### config.mk
export PLATFORM = sky130hd
export DESIGN_NAME = ads_int_to_float_flat
export DESIGN_NICKNAME = d
export VERILOG_FILES = /design/src/rtl/ads_int_to_float_pkg.sv /design/src/rtl/ads_int_to_float_if.sv /design/src/rtl/ads_int_to_float.sv /design/src/flat_wrapper.sv
export SDC_FILE = /design/constraint.sdc
export NUM_CORES = 1
export LEC_CHECK = 0
export BUFFER_PORTS_ARGS = -buffer_cell sky130_fd_sc_hd__buf_4
export CAP_MARGIN = 20
export CORE_MARGIN = 2
export CORE_UTILIZATION = 49
export DETAILED_ROUTE_END_ITERATION = 6
export GPL_ROUTABILITY_DRIVEN = 0
export PLACE_DENSITY = 0.73
export SKIP_CTS_REPAIR_TIMING = 1
export SLEW_MARGIN = 40
export SYNTH_ARGS = -nofsm -noshare
export SYNTH_HDL_FRONTEND = slang
export SYNTH_SLANG_ARGS = --single-unit
export TNS_END_PERCENT = 5
### constraint.sdc
create_clock -name i_CLK -period 2.5 [get_ports i_CLK]
set_input_delay 0 -clock i_CLK [delete_from_list [all_inputs] [get_ports i_CLK]]
set_output_delay 0 -clock i_CLK [all_outputs]
set_load 0.1 [all_outputs]
### src/rtl/ads_int_to_float_pkg.sv
// Shared float constants and handshake state encodings for the float filter chain.
// ST_IDLE / ST_FINISH keep the same encodings in every block of the chain.
package ads_int_to_float_pkg;

    localparam int          FLT_BIAS   = 127;
    localparam int          FLT_MANT_W = 23;
    localparam logic [31:0] FLT_ZERO   = 32'h0000_0000;

    localparam int          MAG_W      = 24;

    typedef enum logic [2:0] {
        ST_IDLE   = 3'd0,
        ST_ABS    = 3'd1,
        ST_NORM   = 3'd2,
        ST_PACK   = 3'd3,
        ST_FINISH = 3'd4
    } hs_state_e;

endpackage

### src/rtl/ads_int_to_float_if.sv
// Sample-in / float-out handshake bundle between the ADS1292 readout and the IIR chain.
// X side: sample moves on the edge where i_X_DATA_VALID && o_X_DATA_READY; Y side: o_Y_DATA is held with o_Y_DATA_VALID until the edge where i_Y_ACK is seen.
interface ads_int_to_float_if #(
    parameter int P_IN_WIDTH = 24
) ();
    import ads_int_to_float_pkg::*;

    logic [P_IN_WIDTH-1:0] i_X_DATA;
    logic                  i_X_DATA_VALID;
    logic                  o_X_DATA_READY;
    logic [31:0]           o_Y_DATA;
    logic                  o_Y_DATA_VALID;
    logic                  i_Y_ACK;
    hs_state_e             o_DBG_STATE;

    modport slave (
        input  i_X_DATA,
        input  i_X_DATA_VALID,
        output o_X_DATA_READY,
        output o_Y_DATA,
        output o_Y_DATA_VALID,
        input  i_Y_ACK,
        output o_DBG_STATE
    );

    modport master (
        output i_X_DATA,
        output i_X_DATA_VALID,
        input  o_X_DATA_READY,
        input  o_Y_DATA,
        input  o_Y_DATA_VALID,
        output i_Y_ACK,
        input  o_DBG_STATE
    );

endinterface

### src/rtl/ads_int_to_float.sv
// Exact signed-integer to IEEE-754 single converter, scaled by 2^-P_FRAC_SHIFT.
// Normalises one bit per cycle with a shift register and an exponent down-counter.
module ads_int_to_float
    import ads_int_to_float_pkg::*;
#(
    parameter int P_IN_WIDTH   = 24,
    parameter int P_FRAC_SHIFT = 0
) (
    input  logic                    i_CLK,
    input  logic                    i_RSTN,
    ads_int_to_float_if.slave       io
);

    // Exponent of a value whose leading one already sits at bit 23, before normalising.
    localparam logic [7:0] EXP_INIT = 8'(FLT_BIAS + FLT_MANT_W - P_FRAC_SHIFT);

    hs_state_e          state_q;
    logic [MAG_W-1:0]   x_q;
    logic [MAG_W-1:0]   mag_q;
    logic               sign_q;
    logic [7:0]         exp_q;
    logic [31:0]        y_q;
    logic               ready_q;
    logic               valid_q;

    logic signed [P_IN_WIDTH-1:0] x_s;
    logic [MAG_W-1:0]             x_d;
    logic [MAG_W-1:0]             mag_d;

    assign x_s   = io.i_X_DATA;
    assign x_d   = MAG_W'(x_s);
    // -2^23 negates to 0x800000, which is the correct unsigned magnitude.
    assign mag_d = x_q[MAG_W-1] ? (~x_q + 24'd1) : x_q;

    always_ff @(posedge i_CLK or negedge i_RSTN) begin
        if (!i_RSTN) begin
            state_q <= ST_IDLE;
            x_q     <= '0;
            mag_q   <= '0;
            sign_q  <= 1'b0;
            exp_q   <= '0;
            y_q     <= FLT_ZERO;
            ready_q <= 1'b1;
            valid_q <= 1'b0;
        end else begin
            case (state_q)
                ST_IDLE: begin
                    if (io.i_X_DATA_VALID && ready_q) begin
                        x_q     <= x_d;
                        ready_q <= 1'b0;
                        state_q <= ST_ABS;
                    end
                end
                ST_ABS: begin
                    sign_q  <= x_q[MAG_W-1];
                    mag_q   <= mag_d;
                    exp_q   <= EXP_INIT;
                    state_q <= (mag_d == '0) ? ST_PACK : ST_NORM;
                end
                ST_NORM: begin
                    if (mag_q[MAG_W-1]) begin
                        state_q <= ST_PACK;
                    end else begin
                        mag_q <= mag_q << 1;
                        exp_q <= exp_q - 8'd1;
                    end
                end
                ST_PACK: begin
                    // Zero carries a non-zero exponent here, so force +0 explicitly.
                    y_q     <= (mag_q == '0) ? FLT_ZERO
                                             : {sign_q, exp_q, mag_q[FLT_MANT_W-1:0]};
                    state_q <= ST_FINISH;
                end
                ST_FINISH: begin
                    if (!valid_q) begin
                        valid_q <= 1'b1;
                    end else if (io.i_Y_ACK) begin
                        valid_q <= 1'b0;
                        ready_q <= 1'b1;
                        state_q <= ST_IDLE;
                    end
                end
                default: begin
                    state_q <= ST_IDLE;
                end
            endcase
        end
    end

    assign io.o_X_DATA_READY = ready_q;
    assign io.o_Y_DATA       = y_q;
    assign io.o_Y_DATA_VALID = valid_q;
    assign io.o_DBG_STATE    = state_q;

endmodule
### src/flat_wrapper.sv
// flat-port wrapper written by rule: the top's interface ports become plain ports
module ads_int_to_float_flat import ads_int_to_float_pkg::*;
#(
    parameter int P_IN_WIDTH   = 24,
    parameter int P_FRAC_SHIFT = 0
)
  (i_CLK, i_RSTN, io_i_X_DATA, io_i_X_DATA_VALID, io_o_X_DATA_READY, io_o_Y_DATA, io_o_Y_DATA_VALID, io_i_Y_ACK, io_o_DBG_STATE);
  ads_int_to_float_if #(.P_IN_WIDTH(P_IN_WIDTH)) io_i ();
  input  logic i_CLK;
  input  logic i_RSTN;
  input wire logic [$bits(io_i.i_X_DATA)-1:0] io_i_X_DATA;
  input wire logic [$bits(io_i.i_X_DATA_VALID)-1:0] io_i_X_DATA_VALID;
  output wire logic [$bits(io_i.o_X_DATA_READY)-1:0] io_o_X_DATA_READY;
  output wire logic [$bits(io_i.o_Y_DATA)-1:0] io_o_Y_DATA;
  output wire logic [$bits(io_i.o_Y_DATA_VALID)-1:0] io_o_Y_DATA_VALID;
  input wire logic [$bits(io_i.i_Y_ACK)-1:0] io_i_Y_ACK;
  output wire logic [$bits(io_i.o_DBG_STATE)-1:0] io_o_DBG_STATE;
  assign io_i.i_X_DATA = io_i_X_DATA;
  assign io_i.i_X_DATA_VALID = io_i_X_DATA_VALID;
  assign io_o_X_DATA_READY = io_i.o_X_DATA_READY;
  assign io_o_Y_DATA = io_i.o_Y_DATA;
  assign io_o_Y_DATA_VALID = io_i.o_Y_DATA_VALID;
  assign io_i.i_Y_ACK = io_i_Y_ACK;
  assign io_o_DBG_STATE = io_i.o_DBG_STATE;
  ads_int_to_float #(.P_IN_WIDTH(P_IN_WIDTH), .P_FRAC_SHIFT(P_FRAC_SHIFT)) u_core (.i_CLK(i_CLK), .i_RSTN(i_RSTN), .io(io_i));
endmodule
==> metrics.txt <==
grt ovf 0; Tightest Hold Check Type in -> async; Max Clk Rate a little under 400 MHz; # IOs 65; CTS clock-pin slew for the worst setup and hold paths 0.10 ns; nets@finish 518; core area between 0.008 and 0.009 sq mm; run status complete, but fails checks; Final Hold Viols 0; endpoints failing setup 1; crit path cell chain inv_1 > ha_2 > or3b_4 > or4b_4 > o41ai_4 > xor2_1 > o2111ai_2 > o31ai_1; Placement Cell Area 0.00520 sq mm; r2r endpoint u_core.io.o_DBG_STATE[0]$_DFFE_PN0P_; maximum number of pins on one net before global-route repair 55; Max-Cap Viols 0; drt total wl 9780 um; Synthesized Nets 412; share of layout cells above drive strength 1 0.363; Final Non-Filler Cells roughly 600; cell area after layout 0.00571 sq mm; RSZ-0062 raised after global routing true; Worst Reg-to-Reg Cells 8; worst r2r src u_core.x_q[1]$_DFFE_PN0P_; Routed WL per cell 16.3 um; CTS tree built; clock root buffer clkbuf_8; die width approximately 100 um; DR vias/cell between 5 and 6; syn_area_per_cell roughly 12 sq um; number of global-route vias before repair 3148; count of buffers from port buffering 64; final critical-path required period 2.58 ns; Vias 3402; largest cells by area after synthesis dfrtp_1, mux2_2, xor2_1; failing checks negative setup slack; first-pass GRT wire length 15700 um; #FFs+latches synth 94; Vert. Die Dim 99.7 um; Crit Path Class reg -> reg; highest net fanout along the worst path 4; period utilization 1.03; most instantiated library cell after synthesis dfrtp_1; Sink Count 94; Max stage delay on crit path 0.54 ns; setup slack, reg-to-reg -0.08 ns; Critical Path RT 2.77 ns; dpl cells 557; initial antenna violation count 0; Yosys top cell by area dfrtp_1; number of flops mapped to enable cells by yosys 0; PnR worst setup slack -0.0754 ns; CP max stage cell or4b_4; synth unique cells 55; post-synth design cell area 0.00449 sq mm; ANT cells 0; yosys warns 0; CTS buffer count 9; drt drc 0; worst slew pin tran 0.688 ns; top cells by count, synth dfrtp_1, mux2_2, o21ai_0, nand2_1, a22oi_1; synthesis-to-finish area growth 27.2%; startpoint types flip-flop; Site Rows 34; Crit. End Element flip-flop; Slew Limit Headroom 0.542; first drt pass iteration count 5; Synth Instances 382; post-synthesis sequential area ratio 0.524; CTS max path bufs 2; Slew Viols, Final 0; Arr. time, crit path between 2 and 3 ns; Starting Density 0.510; Final HPWL DP 6820 um; detailed router's first-iteration violation count 187; Setup Skew about 0.0081 ns; die area a little under 0.01 sq mm; Most used DFF post-synth dfrtp_1; clk_lat worst skew 0.37 ns; H-tree depth 3; asr flop ratio synth 1.00; area share of the largest cell type after synthesis 0.518; GR Util All Layers 0.199; DRT antenna net count 0
layer usage:
| layer | track usage | wire [um] |
|---|---|---|
| met5 | 0 | 0 |
| met4 | 0.0695 | 159 |
| met3 | 0.0309 | 306 |
| met2 | 0.293 | 4530 |
| met1 | 0.301 | 4790 |
area by class of cell:
type                            instances  area, sq um
Fill cell                             702         3090
Sequential cell                        94         2360
Multi-Input combinational cell        255         1990
Timing Repair Buffer                  120          993
Tap cell                              108          135
Clock buffer                            9          124
Clock inverter                          7         81.3
Inverter                                8         30.0
flip-flops by register name (all words and copies together) (netlist names):
name and cells:
u_core.io.o_DBG_STATE 3, u_core.sign_q 1, u_core.x_q 24, u_core.io.o_X_DATA_READY 1
u_core.io.o_Y_DATA_VALID 1, u_core.io.o_Y_DATA 32, u_core.mag_q 24, u_core.exp_q 8
how the worst max path moves through the flow:
stage,start,endpoint,cells after the start
finish,u_core.x_q[1]$_DFFE_PN0P_,u_core.io.o_DBG_STATE[0]$_DFFE_PN0P_,8
CTS,u_core.x_q[1]$_DFFE_PN0P_,u_core.io.o_DBG_STATE[0]$_DFFE_PN0P_,8
global placement,u_core.x_q[0]$_DFFE_PN0P_,u_core.io.o_DBG_STATE[0]$_DFFE_PN0P_,8
detailed placement,u_core.x_q[1]$_DFFE_PN0P_,u_core.io.o_DBG_STATE[0]$_DFFE_PN0P_,8
floorplan,u_core.x_q[0]$_DFFE_PN0P_,u_core.io.o_DBG_STATE[0]$_DFFE_PN0P_,9
global route,u_core.x_q[1]$_DFFE_PN0P_,u_core.io.o_DBG_STATE[0]$_DFFE_PN0P_,8
metrics by stage:
step / TNS, ns / util / hold slack [ns] / setup slack [ns]
2_1_floorplan: -0.261 / - / -0.296 / -0.0857
3_3_place_gp: -0.0665 / 0.590 / 0.0843 / -0.0665
3_5_place_dp: -0.189 / 0.590 / 0.0833 / -0.189
4_1_cts: -0.228 / 0.614 / -0.316 / -0.228
5_1_grt: -0.207 / 0.649 / 0.295 / -0.197
6_report: -0.0754 / 0.649 / 0.186 / -0.0754
worst max-delay path: cells and delay by family (launching register included):
kind            cells  cell delay (ns)
fa+ha+maj           1             0.18
flops               1             0.39
xor+xnor            1             0.26
simple gates        2             0.94
compound gates      3             0.61
buf+inv             1             0.09
cells in the final DEF, fill, tap and decap left out, drive strengths merged, types with 6 or more instances in the layout:
| cell | instances |
|---|---|
| xnor2 | 6 |
| a22o | 9 |
| a21oi | 6 |
| o21ai | 31 |
| buf | 93 |
| o31ai | 8 |
| inv | 11 |
| nor4 | 11 |
| nand2 | 23 |
| dfrtp | 93 |
| dlygate4sd3 | 27 |
| clkbuf | 9 |
| nor3 | 6 |
| nor2 | 14 |
| a22oi | 22 |
| xor2 | 19 |
| mux2 | 46 |
logic make-up after synthesis:
logic type / Yosys count / share of synthesized area
DFF: 94 / 0.524
AOI/OAI and AO/OA: 95 / 0.150
adders and majority gates: 2 / 0.00557
and+or+nand+nor: 85 / 0.108
muxes: 48 / 0.120
xor gates and xnor gates: 25 / 0.0488
buffers and inverters: 33 / 0.0437
Power is not shown: default switching activity piles up to over one toggle a cycle in this logic, so the estimate is an artifact.
